--- src/rtl/nibble_subt_sequencer.sv ---
// nibble_subt_sequencer: multi-cycle W-bit subtractor. It drives an external 4-bit
// carry_select_subt slice once per cycle, least-significant nibble first, and chains
// the slice carry between steps.
// Optional feature macro: SUBT_CLAMP_EN. When defined, a borrowing result saturates
// diff to zero.
module nibble_subt_sequencer #(
    parameter int unsigned NIBBLES = 4,
    localparam int unsigned W = 4 * NIBBLES
) (
    input  logic         clk_i,
    input  logic         rst_ni,
    input  logic         in_valid_i,
    output logic         in_ready_o,
    input  logic [W-1:0] op_a_i,
    input  logic [W-1:0] op_b_i,
    output logic [3:0]   slice_a_o,
    output logic [3:0]   slice_b_o,
    output logic         slice_cin_o,
    input  logic [3:0]   slice_sum_i,
    input  logic         slice_cout_i,
    output logic         out_valid_o,
    input  logic         out_ready_i,
    output logic [W-1:0] diff_o,
    output logic         borrow_o
);

    localparam int unsigned StepW = $clog2(NIBBLES);
    localparam logic [StepW-1:0] LastStep = StepW'(NIBBLES - 1);

    typedef enum logic [1:0] {StIdle, StRun, StDone} state_e;

    state_e           state_q, state_d;
    logic [W-1:0]     a_q, a_d;
    logic [W-1:0]     b_q, b_d;
    logic [W-1:0]     acc_q, acc_d;    // working difference, built nibble by nibble
    logic [W-1:0]     diff_q, diff_d;  // presented result, updated only on RUN->DONE
    logic             borrow_q, borrow_d;
    logic             carry_q, carry_d;
    logic [StepW-1:0] step_q, step_d;
    logic [StepW+1:0] nib_base;

    assign nib_base = {step_q, 2'b00};
    assign diff_o   = diff_q;
    assign borrow_o = borrow_q;

    // Next-state, datapath update and handshake/slice outputs.
    always_comb begin
        state_d     = state_q;
        a_d         = a_q;
        b_d         = b_q;
        acc_d       = acc_q;
        diff_d      = diff_q;
        borrow_d    = borrow_q;
        carry_d     = carry_q;
        step_d      = step_q;
        in_ready_o  = 1'b0;
        out_valid_o = 1'b0;
        slice_a_o   = 4'h0;
        slice_b_o   = 4'h0;
        slice_cin_o = 1'b0;
        unique case (state_q)
            StIdle: begin
                in_ready_o = 1'b1;
                if (in_valid_i) begin
                    a_d     = op_a_i;
                    b_d     = op_b_i;
                    step_d  = '0;
                    carry_d = 1'b1;
                    state_d = StRun;
                end
            end
            StRun: begin
                slice_a_o   = a_q[nib_base +: 4];
                slice_b_o   = b_q[nib_base +: 4];
                slice_cin_o = carry_q;
                acc_d[nib_base +: 4] = slice_sum_i;
                carry_d = slice_cout_i;
                if (step_q == LastStep) begin
                    step_d   = '0;
                    state_d  = StDone;
                    diff_d   = acc_d;
                    borrow_d = ~slice_cout_i;
`ifdef SUBT_CLAMP_EN
                    // Saturate: a borrowing subtract reads as zero.
                    if (!slice_cout_i) begin
                        diff_d = '0;
                    end
`else
`endif
                end else begin
                    step_d = step_q + 1'b1;
                end
            end
            StDone: begin
                out_valid_o = 1'b1;
                if (out_ready_i) begin
                    state_d = StIdle;
                end
            end
            default: state_d = StIdle;
        endcase
    end

    // State and datapath registers with synchronous active-low reset.
    always_ff @(posedge clk_i) begin
        if (!rst_ni) begin
            state_q  <= StIdle;
            a_q      <= '0;
            b_q      <= '0;
            acc_q    <= '0;
            diff_q   <= '0;
            borrow_q <= 1'b0;
            carry_q  <= 1'b1;
            step_q   <= '0;
        end else begin
            state_q  <= state_d;
            a_q      <= a_d;
            b_q      <= b_d;
            acc_q    <= acc_d;
            diff_q   <= diff_d;
            borrow_q <= borrow_d;
            carry_q  <= carry_d;
            step_q   <= step_d;
        end
    end

endmodule
--- config.mk ---
export PLATFORM = sky130hd
export DESIGN_NAME = nibble_subt_sequencer
export DESIGN_NICKNAME = d
export VERILOG_FILES = /design/src/rtl/nibble_subt_sequencer.sv
export SDC_FILE = /design/constraint.sdc
export NUM_CORES = 1
export LEC_CHECK = 0
export CAP_MARGIN = 20
export CORE_AREA = 5 5 139 88
export DETAILED_ROUTE_END_ITERATION = 10
export DIE_AREA = 0 0 144 93
export PLACE_DENSITY = 0.55
export SYNTH_ARGS = -nofsm -noshare
export SYNTH_HDL_FRONTEND = slang
export SYNTH_SLANG_ARGS = --single-unit
--- constraint.sdc ---
create_clock -name clk_i -period 2.65 [get_ports clk_i]
set_input_delay 0.53 -clock clk_i [delete_from_list [all_inputs] [get_ports clk_i]]
set_output_delay 0.53 -clock clk_i [all_outputs]
set_load 0.02 [all_outputs]
==> results of run 1 <==
[how the worst min path moves through the flow]
stage | from | endpoint | slack [ns] | depth (start not counted)
5_1_grt | b_q[11]$_SDFFE_PN0P_ | b_q[11]$_SDFFE_PN0P_ | 0.47 | 2
4_1_cts | a_q[10]$_SDFFE_PN0P_ | a_q[10]$_SDFFE_PN0P_ | 0.45 | 2
6_report | a_q[14]$_SDFFE_PN0P_ | a_q[14]$_SDFFE_PN0P_ | 0.45 | 2
2_1_floorplan | a_q[10]$_SDFFE_PN0P_ | a_q[10]$_SDFFE_PN0P_ | 0.43 | 2
3_3_place_gp | b_q[4]$_SDFFE_PN0P_ | b_q[4]$_SDFFE_PN0P_ | 0.44 | 2
3_5_place_dp | acc_q[7]$_SDFFE_PN0P_ | acc_q[7]$_SDFFE_PN0P_ | 0.45 | 1
[layer usage]
layer | routed length [um] | track usage [%] | up-vias
met5 | 0 | 0 | -
met4 | 51 | 4.075 | 0
met3 | 487 | 3.883 | 6
met2 | 3322 | 17.57 | 57
met1 | 4324 | 18.18 | 1229
li1 | - | - | 1341
[worst max-delay path: cells and delay by family (launching register included)]
| family | cells | cell delay (ns) |
|---|---|---|
| buf+inv | 2 | 0.76 |
| flops | 1 | 0.41 |
| simple gates | 2 | 0.32 |
[flip-flops by register name, indices dropped and copies added (netlist names)]
register and count:
a_q 16, acc_q 16, b_q 16, diff_o 16, state_q 2, step_q 2
borrow_o 1, carry_q 1
[cell families after synthesis]
family / after synthesis / synth area share (%)
mux: 8 / 5.671
buf+inv: 29 / 5.199
simple gates: 129 / 21.15
flops: 70 / 44.11
compound gates: 104 / 21.50
fa+ha+maj: 6 / 2.363
[stage by stage]
stage / cell area [um^2] / hold WS (ns)
final: 4289 / 0.4496
after floorplan: 3177 / 0.4319
after global routing: 4289 / 0.4710
after CTS: 4268 / 0.4549
after global placement: 3980 / 0.4407
after detailed placement: 3980 / 0.4467
[report_power, final]
part / internal (mW) / switching, mW / total (mW)
logic: 0.159 / 0.159 / 0.317
clock network: 0.706 / 0.426 / 1.13
registers: 1.09 / 0.0211 / 1.11
[area by class of cell]
type / instances / area, um^2
inverter: 3 / 11.26
multi-input combinational: 247 / 1617
sequential: 70 / 1403
tap: 144 / 180.2
timing repair buffer: 79 / 790.8
fill: 1080 / 6634
clock inverter: 3 / 17.52
clock buffer: 13 / 270.3
[what timing repair did]
action	CTS	global route
resized for setup	0	9
setup endpoints to repair	0	8
hold endpoints to repair	0	0
[Yosys cell counts]
library cell  instances
nand2_1              74
dfxtp_1              70
a21boi_1             36
a21oi_1              28
nor2b_1              20
o21ai_1              18
buf_2                12
and2_1               11
clkbuf_1              9
a22o_1                8
a32oi_1               8
mux4_2                8
and3b_1               6
ha_1                  6
buf_6                 4
o22ai_1               4
inv_1                 3
nand3_1               3
nand3b_1              3
nor3b_2               3
nor2_1                2
buf_8                 1
nand2b_1              1
nor3_1                1
nor3_2                1
nor3b_4               1
nor4bb_1              1
o211a_1               1
o21a_1                1
or3_1                 1
or3b_1                1
[placed cells by master, fill, tap and decap left out, types with 4 or more instances in the layout]
cell	count
and2_1	11
o21ai_1	18
nand2_1	74
clkdlybuf4s50_1	59
ha_1	6
clkbuf_16	9
nor2b_1	20
mux4_2	8
a22o_1	8
a21boi_1	36
o22ai_1	4
dfxtp_1	69
and3b_1	6
a21oi_1	28
a32oi_1	8
dlymetal6s2s_1	8
buf_4	10
==> flow_metrics.py, run 1 <==
metrics = {
    "status": {
        "status": "completed",
    },
    "critical_path": {
        "critPathLaunchType": "flop",
        "cp_cell_sequence": "nor2b_1 > buf_4 > and2_1 > clkdlybuf4s50_1",
        "r2r_start": "step_q[0]$_SDFFE_PN0P_",
        "end_kind": "primary output",
        "rr_worst_depth": 6,
        "startpoint": "state_q[0]$_SDFFE_PN0P_",
        "cp-endpoint": "slice_cin_o",
        "cp_slowest_cell": "clkdlybuf4s50_1",
        "arrival_ns": 1.81,
        "crit_type": "flop to primary output",
        "worstPathMaxFanout": 8,
        "cp.required_ns": 2.12,
        "cp_slowest_stage_delay_ns": 0.60,
        "r2r_slack_ns": 0.57,
        "r2r-end": "acc_q[15]$_SDFFE_PN0P_",
    },
    "timing": {
        "slew_headroom_pct": 69.42,
        "setup-violations-final": 0,
        "setup_slack_ns": 0.3072,
        "maxSlewViolCount": 0,
        "worstMarginPinSlew_ns": 0.4587,
        "rsz0062_at_grt": "no",
        "hold_viol": 0,
        "fmax_mhz": 426.8,
        "post-route-period-util_pct": 88.41,
        "period_needed_ns": 2.343,
        "fin_worst_skew_ns": 0.006052,
        "tns_ns": 0,
    },
    "route": {
        "firstDrtPassIters": 4,
        "ant_nets": 0,
        "wire_per_inst_um": 14.64,
        "detail_route.iter0.violations": 83,
        "routed_wirelength_um": 8186,
        "drcViolationCount": 0,
        "vias": 2633,
        "viasPerCell": 4.710,
    },
    "synth": {
        "synth_area_per_cell_um2": 9.181,
        "synthTopCellsByArea": "dfxtp_1, nand2_1, a21boi_1",
        "ys_seq_elements": 70,
        "netlist_instances": 346,
        "netlist.area_leader.share_pct": 44.11,
        "ys_seq_area_share_pct": 44.11,
        "yosys_warnings": 0,
        "syn-num-nets": 393,
        "synth.cell_area_um2": 3177,
        "yosys.area.top_type": "dfxtp_1",
        "ys_types": 31,
    },
    "global_route": {
        "grt_use_total_pct": 12.55,
        "grt_pass1_wl_um": 13320,
        "grt_antenna_before_repair": 0,
        "grt_overflow_total": 0,
        "grt_max_degree": 36,
        "grt_pass1_vias": 2571,
    },
    "placed_design": {
        "gp_congestion": 0.7969,
        "port_buffers": 68,
        "dpl.cell_count": 543,
        "dpl_worst_slack_ns": 0.3692,
        "dpl.hpwl_um": 5814,
    },
    "clock_tree": {
        "root_buffer": "clkbuf_16",
        "post_cts_buffers": 0,
        "numCtsBuffers": 9,
        "cts_max_level": 3,
        "clkSinkCount": 70,
        "cts_tree": "built",
        "cts_buffer_depth": 2,
        "clk_latency_ns": 0.33,
        "hold_buffers": 0,
        "clkTransAtPathRegs_ns": 0.05,
    },
    "floorplanning": {
        "die-area_um2": 13390,
        "die_h_um": 93,
        "ios": 69,
        "die_x_um": 144,
        "rows": 30,
        "core_um2": 10920,
        "start_util_pct": 29.08,
    },
    "cells_and_area": {
        "diodes": 0,
        "syn_to_final_growth_pct": 35.01,
        "finish.utilization_pct": 39.27,
        "fin_nets": 457,
        "drive_gt1_share_pct": 9.880,
        "stdcell_count": 559,
    },
    "job": {
        "max-cap-violations": 0,
    },
    "pwr": {
        "ir_worst_vdd_mv": 0.2995,
        "p_total_mw": 2.562,
        "cellLeakagePower_nw": 1.733,
        "cellPowerDensity_nw_per_um2": 597.4,
    },
    "min_path": {
        "hp-class": "flop to flop",
    },
}
Power figures use the tool's default switching activity.
==> run 2, diff against run 1 <==
--- a/config.mk
+++ b/config.mk
@@ -5,10 +5,12 @@
 export SDC_FILE = /design/constraint.sdc
 export NUM_CORES = 1
 export LEC_CHECK = 0
+export ABC_AREA = 1
+export ABC_CLOCK_PERIOD_IN_PS = 2650
 export CAP_MARGIN = 20
-export CORE_AREA = 5 5 139 88
+export CORE_AREA = 5 5 142 90
 export DETAILED_ROUTE_END_ITERATION = 10
-export DIE_AREA = 0 0 144 93
+export DIE_AREA = 0 0 147 95
 export PLACE_DENSITY = 0.55
 export SYNTH_ARGS = -nofsm -noshare
 export SYNTH_HDL_FRONTEND = slang
==> flow_metrics.py, run 2 <==
metrics = {
    "synth": {
        "ys_seq_area_share_pct": 42.41,
        "netlist.area_leader.share_pct": 42.41,
        "netlist_instances": 507,
        "synth_edf_count": 0,
        "synth.cell_area_um2": 3304,
        "syn-num-nets": 554,
        "yosysMostFrequentCell": "nor2_1",
        "yosys.area.top_type": "dfxtp_1",
        "ys_types": 19,
        "async_flop_share_pct": 0,
        "synthTopCellsByArea": "dfxtp_1, nor2_1, nand2_1",
        "synthTopCellsByCount": "nor2_1, nand2_1, dfxtp_1",
        "ys_seq_elements": 70,
        "ys.flop_type": "dfxtp_1",
        "yosys_warnings": 0,
        "synth_area_per_cell_um2": 6.518,
    },
    "clock_tree": {
        "clk_latency_ns": 0.34,
        "numCtsBuffers": 9,
        "clkTransAtPathRegs_ns": 0.06,
        "cts_buffer_depth": 2,
        "clkSinkCount": 70,
        "cts_tree": "built",
        "cts_max_level": 3,
        "root_buffer": "clkbuf_16",
        "hold_buffers": 0,
    },
    "global_route": {
        "grt_pass1_wl_um": 15150,
        "grt_antenna_before_repair": 0,
        "grt_pass1_vias": 3016,
        "grt_overflow_total": 0,
        "grt_max_degree": 38,
        "grt_use_total_pct": 13.71,
    },
    "timing": {
        "setup-violations-final": 0,
        "post-route-period-util_pct": 93.88,
        "period_needed_ns": 2.488,
        "hold_viol": 0,
        "setup_slack_ns": 0.1622,
        "rsz0062_at_grt": "no",
        "fmax_mhz": 402.0,
        "slew_headroom_pct": 56.93,
        "fin_worst_skew_ns": 0.006025,
        "maxSlewViolCount": 0,
        "holdWs_ns": 0.4752,
        "worstMarginPinSlew_ns": 0.6451,
        "tns_ns": 0,
    },
    "route": {
        "firstDrtPassIters": 5,
        "ant_nets": 0,
        "routed_wirelength_um": 9018,
        "vias": 3225,
        "wire_per_inst_um": 12.49,
        "detail_route.iter0.violations": 161,
        "viasPerCell": 4.467,
        "drcViolationCount": 0,
    },
    "floorplanning": {
        "die_h_um": 95,
        "die_x_um": 147,
        "ios": 69,
        "rows": 31,
        "die-area_um2": 13970,
        "core_um2": 11520,
        "start_util_pct": 28.68,
    },
    "cells_and_area": {
        "finish.utilization_pct": 38.83,
        "syn_to_final_growth_pct": 35.37,
        "final_common_cell": "nor2_1",
        "drive_gt1_share_pct": 5.575,
        "final_cell_mix": "nor2_1, nand2_1, dfxtp_1",
        "diodes": 0,
        "fin_nets": 616,
    },
    "min_path": {
        "hold_path_startpoint": "b_q[15]$_SDFFE_PN0P_",
        "hp-class": "flop to flop",
    },
    "critical_path": {
        "critPathLaunchType": "flop",
        "startpoint": "step_q[0]$_SDFFE_PN0P_",
        "end_kind": "primary output",
        "crit_type": "flop to primary output",
        "cp.required_ns": 2.12,
        "r2r_start": "step_q[0]$_SDFFE_PN0P_",
        "worstPathMaxFanout": 17,
        "arrival_ns": 1.96,
    },
    "job": {
        "max-cap-violations": 0,
    },
    "pwr": {
        "ir_worst_vdd_mv": 0.3366,
        "p_total_mw": 2.945,
        "cellLeakagePower_nw": 2.050,
        "cellPowerDensity_nw_per_um2": 658.5,
    },
    "status": {
        "status": "completed",
    },
    "placed_design": {
        "gp_congestion": 0.8427,
        "port_buffers": 68,
        "dpl_worst_slack_ns": 0.3213,
        "dpl.hpwl_um": 6682,
    },
}
## run 2: changes by cell type after synthesis, sizes merged, moves of 11 or more
cell    change
nor2      +142
inv        +65
a21boi     -36
nand3      +34
o21ai      +32
nor2b      -20
and2       -11
## run 2: layout make-up
| type | count | area (um^2) |
|---|---|---|
| Fill cell | 1202 | 7047 |
| Inverter | 69 | 266.5 |
| Tap cell | 148 | 185.2 |
| Clock buffer | 9 | 225.2 |
| Sequential cell | 70 | 1403 |
| Clock inverter | 7 | 122.6 |
| Multi-Input combinational cell | 344 | 1523 |
| Timing Repair Buffer | 75 | 748.2 |
## run 2: path summary, 6_finish.rpt
check                           cells after the start  slack (ns)                      to
worst max-delay path                                4        0.16            slice_a_o[0]
worst min register to register                      2        0.48    b_q[15]$_SDFFE_PN0P_
worst min-delay path                                2        0.48    b_q[15]$_SDFFE_PN0P_
worst max register to register                      8        0.56  diff_o[3]$_SDFFE_PN0P_
## run 2: kinds of logic (layout without fill, tap and decap cells)
group	after synthesis	after routing	synth area share, %
adders and majority gates	6	6	2.272
and+or+nand+nor	259	259	31.84
AOI/OAI and AO/OA	79	79	11.97
DFF	70	70	42.41
buffers and inverters	93	160	11.51
## run 2: metrics by stage
step                cell area (um^2)  std cells
CTS                             4451        722
floorplan                       3304        507
global placement                4101        706
global route                    4473        722
detailed placement              4101        706
finish                          4473        722
## run 2: report_power, final
group / switching (mW) / internal (mW)
clock: 0.472 / 0.922
combinational: 0.223 / 0.166
sequential: 0.0409 / 1.12
total: 0.736 / 2.21
## run 2: worst max-delay path: stages, from the launching register on
cell and delay (ns):
dfxtp_2 0.45, clkinvlp_4 0.30, o21ai_0 0.24, a21oi_1 0.08
clkdlybuf4s50_1 0.55
## run 2: routing by layer
layer  track usage [%]  up-vias  routed length, um
met3             4.988        8                587
met5                 0        -                  0
met2             20.18       70               3741
met1             18.96     1451               4592
li1                  -     1696                  -
met4             3.721        0                 97
## run 2: what timing repair did
| action | in CTS | in global routing |
|---|---|---|
| resized for setup | 1 | 8 |
| setup endpoints to repair | 4 | 8 |
| setup buffers | 0 | 0 |
==> run 3, diff against run 2 <==
--- a/config.mk
+++ b/config.mk
@@ -7,7 +7,6 @@
 export LEC_CHECK = 0
 export ABC_AREA = 1
 export ABC_CLOCK_PERIOD_IN_PS = 2650
-export CAP_MARGIN = 20
 export CORE_AREA = 5 5 142 90
 export DETAILED_ROUTE_END_ITERATION = 10
 export DIE_AREA = 0 0 147 95
==> results of run 3 <==
Final layout, timing and power as in run 2 (identical DEF).
